File: src/rtl/i2c_txn_scheduler_if.sv
// Engine-side bus of the I2C transaction scheduler.
// The scheduler (master) drives one transaction request at a time: a single-cycle
// i2c_start pulse plus the slave/subaddress/direction/data/length fields, which
// stay stable until the engine answers. The engine (slave) returns a one-cycle
// i2c_done pulse together with i2c_nack and up to four bytes of i2c_rdata.
interface i2c_txn_scheduler_if;
  logic        i2c_start;
  logic [6:0]  i2c_slave;
  logic [6:0]  i2c_sub;
  logic        i2c_rw;
  logic [7:0]  i2c_wdata;
  logic [7:0]  i2c_nbytes;
  logic        i2c_done;
  logic        i2c_nack;
  logic [31:0] i2c_rdata;

  modport master (
    output i2c_start, i2c_slave, i2c_sub, i2c_rw, i2c_wdata, i2c_nbytes,
    input  i2c_done, i2c_nack, i2c_rdata
  );

  modport slave (
    input  i2c_start, i2c_slave, i2c_sub, i2c_rw, i2c_wdata, i2c_nbytes,
    output i2c_done, i2c_nack, i2c_rdata
  );
endinterface

File: src/rtl/i2c_txn_scheduler.sv
// I2C transaction scheduler.
// Arbitrates between one-shot PC requests and periodic sensor polls, issues one
// transaction at a time to an I2C engine and collects the results.
// Ports:
//   FSM_Clk, rst_n     sole clock, asynchronous active-low reset
//   PCControl          rising edge requests one PC transaction (fields pc_*)
//   pc_slave/pc_sub/pc_rw/pc_wdata/pc_nbytes   PC transaction fields
//   poll_en            enables automatic polling every POLL_PERIOD cycles
//   eng                engine bus (start/fields out, done/nack/rdata in)
//   pc_busy, pc_done   PC request pending/in flight, one-cycle completion pulse
//   pc_rdata           last PC read result
//   acc_data/mag_data  last successful accelerometer/magnetometer poll results
//   err                sticky {timeout, nack}, cleared by an accepted PC request
module i2c_txn_scheduler #(
  parameter int         POLL_PERIOD = 1000,
  parameter int         TIMEOUT     = 4095,
  parameter logic [6:0] ACC_ADDR    = 7'h19,
  parameter logic [6:0] MAG_ADDR    = 7'h1E,
  parameter logic [6:0] ACC_SUB     = 7'h28,
  parameter logic [6:0] MAG_SUB     = 7'h03
) (
  input  logic        FSM_Clk,
  input  logic        rst_n,
  input  logic        PCControl,
  input  logic [6:0]  pc_slave,
  input  logic [6:0]  pc_sub,
  input  logic        pc_rw,
  input  logic [7:0]  pc_wdata,
  input  logic [7:0]  pc_nbytes,
  input  logic        poll_en,
  i2c_txn_scheduler_if.master eng,
  output logic        pc_busy,
  output logic        pc_done,
  output logic [31:0] pc_rdata,
  output logic [31:0] acc_data,
  output logic [31:0] mag_data,
  output logic [1:0]  err
);

  localparam int CW = (POLL_PERIOD > 1) ? $clog2(POLL_PERIOD) : 1;
  localparam int WW = (TIMEOUT > 1) ? $clog2(TIMEOUT + 1) : 1;
  localparam logic [CW-1:0] POLL_LAST = CW'(POLL_PERIOD - 1);
  localparam logic [WW-1:0] WAIT_LAST = WW'(TIMEOUT - 1);

  typedef enum logic [1:0] {IDLE, ISSUE, WAIT, CAPTURE} stateT;

  stateT       state;
  logic        pcCtlPrev;
  logic        pcPend;
  logic        pollPend;
  logic        pollMag;      // 0: next poll targets accelerometer, 1: magnetometer
  logic        curIsPc;      // owner of the transaction currently in flight
  logic [6:0]  pcSlaveL;
  logic [6:0]  pcSubL;
  logic        pcRwL;
  logic [7:0]  pcWdataL;
  logic [7:0]  pcNbytesL;
  logic [CW-1:0] pollCnt;
  logic [WW-1:0] waitCnt;    // cycles elapsed since i2c_start
  logic [31:0] capData;
  logic        capNack;

  logic        startR;
  logic [6:0]  slaveR;
  logic [6:0]  subR;
  logic        rwR;
  logic [7:0]  wdataR;
  logic [7:0]  nbytesR;
  logic        pcDoneR;
  logic [31:0] pcRdataR;
  logic [31:0] accR;
  logic [31:0] magR;
  logic [1:0]  errR;

  logic pcInFlight;
  logic pcEdge;
  logic pollWrap;

  assign pcInFlight = curIsPc && (state != IDLE);
  assign pcEdge     = PCControl && !pcCtlPrev;
  assign pollWrap   = poll_en && (pollCnt == POLL_LAST);

  function automatic logic [7:0] clampBytes(input logic [7:0] n);
    if (n == 8'd0)      return 8'd1;
    else if (n > 8'd4)  return 8'd4;
    else                return n;
  endfunction

  always_ff @(posedge FSM_Clk or negedge rst_n) begin
    if (!rst_n) begin
      state     <= IDLE;
      pcCtlPrev <= 1'b0;
      pcPend    <= 1'b0;
      pollPend  <= 1'b0;
      pollMag   <= 1'b0;
      curIsPc   <= 1'b0;
      pcSlaveL  <= '0;
      pcSubL    <= '0;
      pcRwL     <= 1'b0;
      pcWdataL  <= '0;
      pcNbytesL <= '0;
      pollCnt   <= '0;
      waitCnt   <= '0;
      capData   <= '0;
      capNack   <= 1'b0;
      startR    <= 1'b0;
      slaveR    <= '0;
      subR      <= '0;
      rwR       <= 1'b0;
      wdataR    <= '0;
      nbytesR   <= '0;
      pcDoneR   <= 1'b0;
      pcRdataR  <= '0;
      accR      <= '0;
      magR      <= '0;
      errR      <= '0;
    end else begin
      pcCtlPrev <= PCControl;
      startR    <= 1'b0;
      pcDoneR   <= 1'b0;

      if (!poll_en || pollWrap) pollCnt <= '0;
      else                      pollCnt <= pollCnt + 1'b1;

      // Only one PC request can be outstanding; later edges are dropped.
      if (pcEdge && !pcPend && !pcInFlight) begin
        pcPend    <= 1'b1;
        pcSlaveL  <= pc_slave;
        pcSubL    <= pc_sub;
        pcRwL     <= pc_rw;
        pcWdataL  <= pc_wdata;
        pcNbytesL <= pc_nbytes;
        errR      <= 2'b00;
      end

      case (state)
        IDLE: begin
          if (pcPend) begin
            curIsPc <= 1'b1;
            pcPend  <= 1'b0;
            startR  <= 1'b1;
            slaveR  <= pcSlaveL;
            subR    <= pcSubL;
            rwR     <= pcRwL;
            wdataR  <= pcWdataL;
            nbytesR <= clampBytes(pcNbytesL);
            state   <= ISSUE;
          end else if (pollPend && poll_en) begin
            curIsPc  <= 1'b0;
            pollPend <= 1'b0;
            startR   <= 1'b1;
            slaveR   <= pollMag ? MAG_ADDR : ACC_ADDR;
            subR     <= pollMag ? MAG_SUB : ACC_SUB;
            rwR      <= 1'b1;
            wdataR   <= 8'h00;
            nbytesR  <= 8'd4;
            state    <= ISSUE;
          end
        end
        ISSUE: begin
          waitCnt <= WW'(1);
          state   <= WAIT;
        end
        WAIT: begin
          if (eng.i2c_done) begin
            capData <= eng.i2c_rdata;
            capNack <= eng.i2c_nack;
            state   <= CAPTURE;
          end else if (waitCnt >= WAIT_LAST) begin
            errR[1] <= 1'b1;
            state   <= IDLE;
            if (curIsPc) pcDoneR <= 1'b1;
            else         pollMag <= ~pollMag;
          end else begin
            waitCnt <= waitCnt + 1'b1;
          end
        end
        CAPTURE: begin
          // pollMag still names the target of this poll; it flips on exit.
          if (capNack)      errR[0] <= 1'b1;
          else if (curIsPc) begin
            if (rwR) pcRdataR <= capData;
          end
          else if (pollMag) magR <= capData;
          else              accR <= capData;
          state <= IDLE;
          if (curIsPc) pcDoneR <= 1'b1;
          else         pollMag <= ~pollMag;
        end
        default: state <= IDLE;
      endcase

      // A wrap only raises the flag, so repeated wraps never queue twice.
      if (!poll_en)      pollPend <= 1'b0;
      else if (pollWrap) pollPend <= 1'b1;
    end
  end

  assign eng.i2c_start  = startR;
  assign eng.i2c_slave  = slaveR;
  assign eng.i2c_sub    = subR;
  assign eng.i2c_rw     = rwR;
  assign eng.i2c_wdata  = wdataR;
  assign eng.i2c_nbytes = nbytesR;
  assign pc_busy        = pcPend | pcInFlight;
  assign pc_done        = pcDoneR;
  assign pc_rdata       = pcRdataR;
  assign acc_data       = accR;
  assign mag_data       = magR;
  assign err            = errR;

endmodule

File: src/flat_wrapper.sv
// flat-port wrapper written by rule: the top's interface ports become plain ports
module i2c_txn_scheduler_flat 
#(
  parameter int         POLL_PERIOD = 1000,
  parameter int         TIMEOUT     = 4095,
  parameter logic [6:0] ACC_ADDR    = 7'h19,
  parameter logic [6:0] MAG_ADDR    = 7'h1E,
  parameter logic [6:0] ACC_SUB     = 7'h28,
  parameter logic [6:0] MAG_SUB     = 7'h03
)
  (FSM_Clk, rst_n, PCControl, pc_slave, pc_sub, pc_rw, pc_wdata, pc_nbytes, poll_en, pc_busy, pc_done, pc_rdata, acc_data, mag_data, err, eng_i2c_start, eng_i2c_slave, eng_i2c_sub, eng_i2c_rw, eng_i2c_wdata, eng_i2c_nbytes, eng_i2c_done, eng_i2c_nack, eng_i2c_rdata);
  i2c_txn_scheduler_if eng_i ();
  input  logic FSM_Clk;
  input  logic rst_n;
  input  logic PCControl;
  input  logic [6:0] pc_slave;
  input  logic [6:0] pc_sub;
  input  logic pc_rw;
  input  logic [7:0] pc_wdata;
  input  logic [7:0] pc_nbytes;
  input  logic poll_en;
  output logic pc_busy;
  output logic pc_done;
  output logic [31:0] pc_rdata;
  output logic [31:0] acc_data;
  output logic [31:0] mag_data;
  output logic [1:0] err;
  output wire logic [$bits(eng_i.i2c_start)-1:0] eng_i2c_start;
  output wire logic [$bits(eng_i.i2c_slave)-1:0] eng_i2c_slave;
  output wire logic [$bits(eng_i.i2c_sub)-1:0] eng_i2c_sub;
  output wire logic [$bits(eng_i.i2c_rw)-1:0] eng_i2c_rw;
  output wire logic [$bits(eng_i.i2c_wdata)-1:0] eng_i2c_wdata;
  output wire logic [$bits(eng_i.i2c_nbytes)-1:0] eng_i2c_nbytes;
  input wire logic [$bits(eng_i.i2c_done)-1:0] eng_i2c_done;
  input wire logic [$bits(eng_i.i2c_nack)-1:0] eng_i2c_nack;
  input wire logic [$bits(eng_i.i2c_rdata)-1:0] eng_i2c_rdata;
  assign eng_i2c_start = eng_i.i2c_start;
  assign eng_i2c_slave = eng_i.i2c_slave;
  assign eng_i2c_sub = eng_i.i2c_sub;
  assign eng_i2c_rw = eng_i.i2c_rw;
  assign eng_i2c_wdata = eng_i.i2c_wdata;
  assign eng_i2c_nbytes = eng_i.i2c_nbytes;
  assign eng_i.i2c_done = eng_i2c_done;
  assign eng_i.i2c_nack = eng_i2c_nack;
  assign eng_i.i2c_rdata = eng_i2c_rdata;
  i2c_txn_scheduler #(.POLL_PERIOD(POLL_PERIOD), .TIMEOUT(TIMEOUT), .ACC_ADDR(ACC_ADDR), .MAG_ADDR(MAG_ADDR), .ACC_SUB(ACC_SUB), .MAG_SUB(MAG_SUB)) u_core (.FSM_Clk(FSM_Clk), .rst_n(rst_n), .PCControl(PCControl), .pc_slave(pc_slave), .pc_sub(pc_sub), .pc_rw(pc_rw), .pc_wdata(pc_wdata), .pc_nbytes(pc_nbytes), .poll_en(poll_en), .eng(eng_i), .pc_busy(pc_busy), .pc_done(pc_done), .pc_rdata(pc_rdata), .acc_data(acc_data), .mag_data(mag_data), .err(err));
endmodule
File: config.mk
export PLATFORM = sky130hd
export DESIGN_NAME = i2c_txn_scheduler_flat
export DESIGN_NICKNAME = d
export VERILOG_FILES = /design/src/rtl/i2c_txn_scheduler_if.sv /design/src/rtl/i2c_txn_scheduler.sv /design/src/flat_wrapper.sv
export SDC_FILE = /design/constraint.sdc
export NUM_CORES = 1
export LEC_CHECK = 0
export CAP_MARGIN = 20
export CORE_MARGIN = 10
export CORE_UTILIZATION = 35
export CTS_BUF_LIST = sky130_fd_sc_hd__clkbuf_4 sky130_fd_sc_hd__clkbuf_8
export CTS_CLUSTER_DIAMETER = 150
export CTS_CLUSTER_SIZE = 25
export DETAILED_ROUTE_END_ITERATION = 6
export SYNTH_ARGS = -nofsm -noshare
export SYNTH_HDL_FRONTEND = slang
export SYNTH_SLANG_ARGS = --single-unit
File: constraint.sdc
create_clock -name FSM_Clk -period 3.7 [get_ports FSM_Clk]
set_input_delay 0.74 -clock FSM_Clk [delete_from_list [all_inputs] [get_ports FSM_Clk]]
set_output_delay 0.74 -clock FSM_Clk [all_outputs]
set_load 0.1 [all_outputs]
# Yosys cells after proc, flatten, opt, wreduce, memory -nomap -nowiden
# Cells that the tools add are included.
# word_totals
reg_bits	224
# classes
addsub	2
order_cmp	2
n_eq_ne	12
n_mux	49
bitwise_logic	4
n_reduce_logical	26
# op_table
cell	count
$mux W8	6
$mux W7	4
$mux W1	25
$mux W12	2
$pmux W12 S2	1
$add A12 B1 Y12 const B	1
$ge A12 B12 Y1 const B	1
$reduce_and A4 Y1	3
$add A10 B1 Y10 const B	1
$eq A10 B10 Y1 const B	1
$mux W10	1
$mux W2	5
$ne A3 B1 Y1 const B	3
$reduce_and A3 Y1	3
$gt A8 B3 Y1 const B	1
$logic_not A8 Y1	1
$pmux W2 S4	1
$reduce_bool A2 Y1	4
$logic_and A1 B1 Y1	6
$mux W6	1
$reduce_and A2 Y1	3
$eq A2 B2 Y1 const B	2
$logic_not A1 Y1	4
$ne A2 B2 Y1 const B	2
10 further kinds	13

# Longest topological paths before layout
# logic_depth
depth_word	8
depth_mapped	7

# Worst setup path after synthesis
# No wires, ideal clock.
# synth_timing
path_kind	reg2reg
from	reg u_core.rwR (netlist: u_core.eng.i2c_rw)
to	reg u_core.pcRdataR[10] (netlist: u_core.pc_rdata[10])
setup_ps	125
t_arrival_ps	1864
slack_ps	1711
stages_incl_launch_ff	5
n_path_buf	1
cell_sequence	dfrtp_1 > nand2_1 > nor3_2 > buf_4 > mux2_2
# synth_between
elab_chain_cells	1
# synth_rtl
item	line	rtl
from (decl)	i2c_txn_scheduler.sv:66	logic rwR;
from (signal assigned)	i2c_txn_scheduler.sv:144	rwR <= pcRwL;
$reduce_and A4 Y1 (no line)	-	
to (signal assigned)	i2c_txn_scheduler.sv:182	if (rwR) pcRdataR <= capData;
to (decl)	i2c_txn_scheduler.sv:70	logic [31:0] pcRdataR;
# No other way between the ends.
# A chain may end at the register's enable or synchronous reset.

# Worst setup path after layout
# layout_timing
from	reg u_core.rwR (netlist: u_core.eng.i2c_rw)
to	out eng_i2c_rw
# layout_lines
item	line	rtl
to (decl)	flat_wrapper.sv:31	output wire logic [$bits(eng_i.i2c_rw)-1:0] eng_i2c_rw;
# No word-level cell between the ends.

==> results.sh <==
export IMPL_clk_pin_slew_worst_paths_ns=0.15
export IMPL_worst_setup_path_end_kind="output port"
export IMPL_path_max_fanout=3
export IMPL_drive_gt1_share_pct=24.7
export IMPL_slowest_delay_ns=1.19
export IMPL_dieHeight_um=178
export IMPL_r2r_cells=4
export IMPL_maxSlewHeadroom_pct=28.5
export IMPL_skew_ns=0.0309
export IMPL_cpLargestDelayFamily="buffers and inverters"
export IMPL_cp_num_buf_inv=1
export IMPL_power_density_mw_per_mm2=849
export IMPL_crit_chain="clkdlybuf4s50_1"
export IMPL_port_buffers=200
export IMPL_p_leak_nw=4.94
export IMPL_place_ws_ns=1.01
export IMPL_post_cts_resized=0
export IMPL_cp_arrival_ns=2.13
export IMPL_clkSinkCount=224
export IMPL_num_rows=57
export IMPL_start_util_pct=35.8
export IMPL_vdd_drop_max_mv=0.529
export IMPL_status="complete, no violations"
export IMPL_nNetsFinal=870
export IMPL_synth_area_leaders="dfrtp_1 (64%), mux2_2 (20%), nand2_1 (1.4%), a22o_1 (1.3%), o21ai_0 (0.74%)"
export IMPL_r2r_end="u_core.mag_data[16]"
export IMPL_cts_made_buffers=12
export IMPL_postSynthCellCount=599
export IMPL_path_class="reg2out"
export IMPL_syn_nets=671
export IMPL_fmax_ghz=0.349
export IMPL_rsz0062_at_grt="false"
export IMPL_ys_warn_count=0
export IMPL_drv_cap=0
export IMPL_syn_area_mm2=0.00876
export IMPL_worstPathRequired_ns=2.96
export IMPL_antenna_found_initial=0
export IMPL_postCtsHoldBufs=0
export IMPL_hpwlAfterDp_um=16100
export IMPL_wl_per_cell_um=19.9
export IMPL_routed_wl_um=22400
export IMPL_grt_overflow=0
export IMPL_avgSynthCellArea_um2=14.6
export IMPL_ys_async_sr_fraction_pct=100
export IMPL_track_usage_pct=13.7
export IMPL_yosys_most_used_dff="dfrtp_1"
export IMPL_dr_total_vias=5572
export IMPL_hold_viol_final=0
export IMPL_vias_per_cell=4.97
export IMPL_post_cts_buffers=0
export IMPL_fin_util_pct=46.2
export IMPL_hold_class="in2async"
export IMPL_dieArea_mm2=0.0318
export IMPL_tightestPinTransition_ns=1.07
export IMPL_setup_violations=0
export IMPL_cts_root_buf="clkbuf_8"
export IMPL_post_route_period_util_pct=77.5
export IMPL_htreeDepth=1
export IMPL_synth_edf_count=0
export IMPL_synth_distinct_cells=55
export IMPL_grt_max_degree=141
export IMPL_drt_initial_drc_count=280
export IMPL_fin_ws_ns=0.832
export IMPL_area_growth_pct=29.0
export IMPL_ys_seq_elements=224
export IMPL_ys_seq_area_share_pct=64.0
export IMPL_grt_pass1_wl_um=34900
export IMPL_crit_path_start_kind="flop"
export IMPL_ios=201
export IMPL_grt_pass1_vias=6022
export IMPL_yosys_area_top_type="dfrtp_1"
export IMPL_r2r_setup_slack_ns=1.30
export IMPL_drv_slew=0
export IMPL_gp_congestion=0.814
export IMPL_synth_top_area_share_pct=64.0
export IMPL_drt_pre_antenna_iters=4
export IMPL_num_antenna_cells=0
export IMPL_crit_path_top_delay_cell="clkdlybuf4s50_1"
export IMPL_antenna_left=0
export IMPL_cts_tree="done"
export IMPL_min_period_ns=2.87
export IMPL_fin_tns_setup_ns=0
export IMPL_die_x_um=178
export IMPL_coreArea_mm2=0.0245
export IMPL_worst_skew_pair_late_latency_ns=0.52
export IMPL_drc=0
export IMPL_max_clock_path_buffers=3
export IMPL_r2r_start="u_core.state[1]"
synth_stat cells (2+ instances only):
| library cell | number |
|---|---|
| a21boi_0 | 2 |
| nand2_1 | 33 |
| nor2b_1 | 2 |
| or2_2 | 2 |
| nor3_1 | 6 |
| buf_2 | 10 |
| xor2_1 | 4 |
| a32o_1 | 2 |
| buf_4 | 5 |
| mux2_1 | 3 |
| nor4_1 | 5 |
| nor2_1 | 16 |
| o22a_1 | 3 |
| nand4b_1 | 2 |
| o21ai_0 | 13 |
| a31oi_1 | 2 |
| clkbuf_1 | 6 |
| a21o_1 | 2 |
| xnor2_1 | 5 |
| nand2b_1 | 3 |
| or4_1 | 4 |
| buf_6 | 4 |
| ha_1 | 3 |
| a22o_1 | 13 |
| a21oi_1 | 12 |
| dfrtp_1 | 224 |
| nand3_1 | 8 |
| o31ai_1 | 2 |
| and2_1 | 9 |
| mux2_2 | 157 |
| inv_1 | 9 |
| nand4_1 | 3 |
| a31o_2 | 3 |
how the worst max path moves through the flow:
stage / start / to / slack [ns] / depth (start not counted)
floorplan: u_core.eng.i2c_rw / u_core.pc_rdata[10] / 1.71 / 4
global route: u_core.eng.i2c_rw / eng_i2c_rw / 0.75 / 1
CTS: u_core.eng.i2c_rw / eng_i2c_rw / 0.80 / 1
detailed placement: eng_i2c_done / u_core.waitCnt[8] / 1.01 / 5
global placement: eng_i2c_done / u_core.waitCnt[9] / 1.16 / 5
finish: u_core.eng.i2c_rw / eng_i2c_rw / 0.83 / 1
metrics by stage:
stage / instance area (µm²) / hold WS [ns] / total power, mW / std cells
2_1_floorplan: 8760 / 0.433 / 7.34 / 599
3_3_place_gp: 11100 / 0.443 / 8.55 / 1108
3_5_place_dp: 11100 / 0.456 / 8.66 / 1108
4_1_cts: 11300 / 0.367 / 9.73 / 1122
5_1_grt: 11300 / 0.398 / 10.1 / 1122
6_report: 11300 / 0.322 / 9.60 / 1122
layout make-up:
cell class / instances / area, µm²
Fill cell: 2167 / 13200
Sequential cell: 224 / 5610
Multi-Input combinational cell: 341 / 2980
Timing Repair Buffer: 210 / 2090
Tap cell: 324 / 405
Clock buffer: 14 / 186
Inverter: 9 / 33.8
power by group:
part           leakage, nW  switching [mW]  internal [mW]  total, mW
combinational         1.97            3.42           1.37       4.79
clock               0.0981           0.710          0.333       1.04
sequential            2.88           0.575           3.19       3.76
total                 4.94            4.71           4.89       9.60
cell families after synthesis:
logic type                 synth area share, %
and+or+nand+nor                           6.54
buffers and inverters                     2.16
DFF                                       64.0
muxes                                     20.7
xor gates and xnor gates                 0.900
adders and majority gates                0.428
AOI/OAI and AO/OA                         5.33
placed cells by master, fill, tap and decap left out, types with 4 or more instances in the layout:
cell,instances
nor2_1,16
xnor2_1,5
xor2_1,4
nor3_1,6
nor4_1,5
and2_1,9
clkdlybuf4s50_1,198
a21oi_1,12
buf_4,10
mux2_2,157
inv_1,9
o21ai_0,13
dfrtp_1,224
or4_1,4
nand3_1,7
clkbuf_8,13
a22o_1,13
nand2_1,32
flip-flops by register name (all words and copies together) (netlist names), 2 cells and up:
register and cells:
u_core.err 2, u_core.capData 32, u_core.acc_data 32, u_core.pcSlaveL 7, u_core.waitCnt 12, u_core.eng.i2c_nbytes 8, u_core.pollCnt 10, u_core.pcNbytesL 8
u_core.pc_rdata 32, u_core.mag_data 32, u_core.eng.i2c_wdata 8, u_core.pcSubL 7, u_core.eng.i2c_sub 7, u_core.state 2, u_core.pcWdataL 8, u_core.eng.i2c_slave 7
per-layer routing:
| metal | track usage (%) | routed length [µm] | up-vias |
|---|---|---|---|
| met5 | 0 | 0 | - |
| met4 | 3.03 | 398 | 0 |
| met3 | 4.44 | 1950 | 21 |
| met2 | 22.2 | 10300 | 186 |
| met1 | 17.7 | 9740 | 2849 |
| li1 | - | - | 2516 |
(Power assumes the default switching activity.)
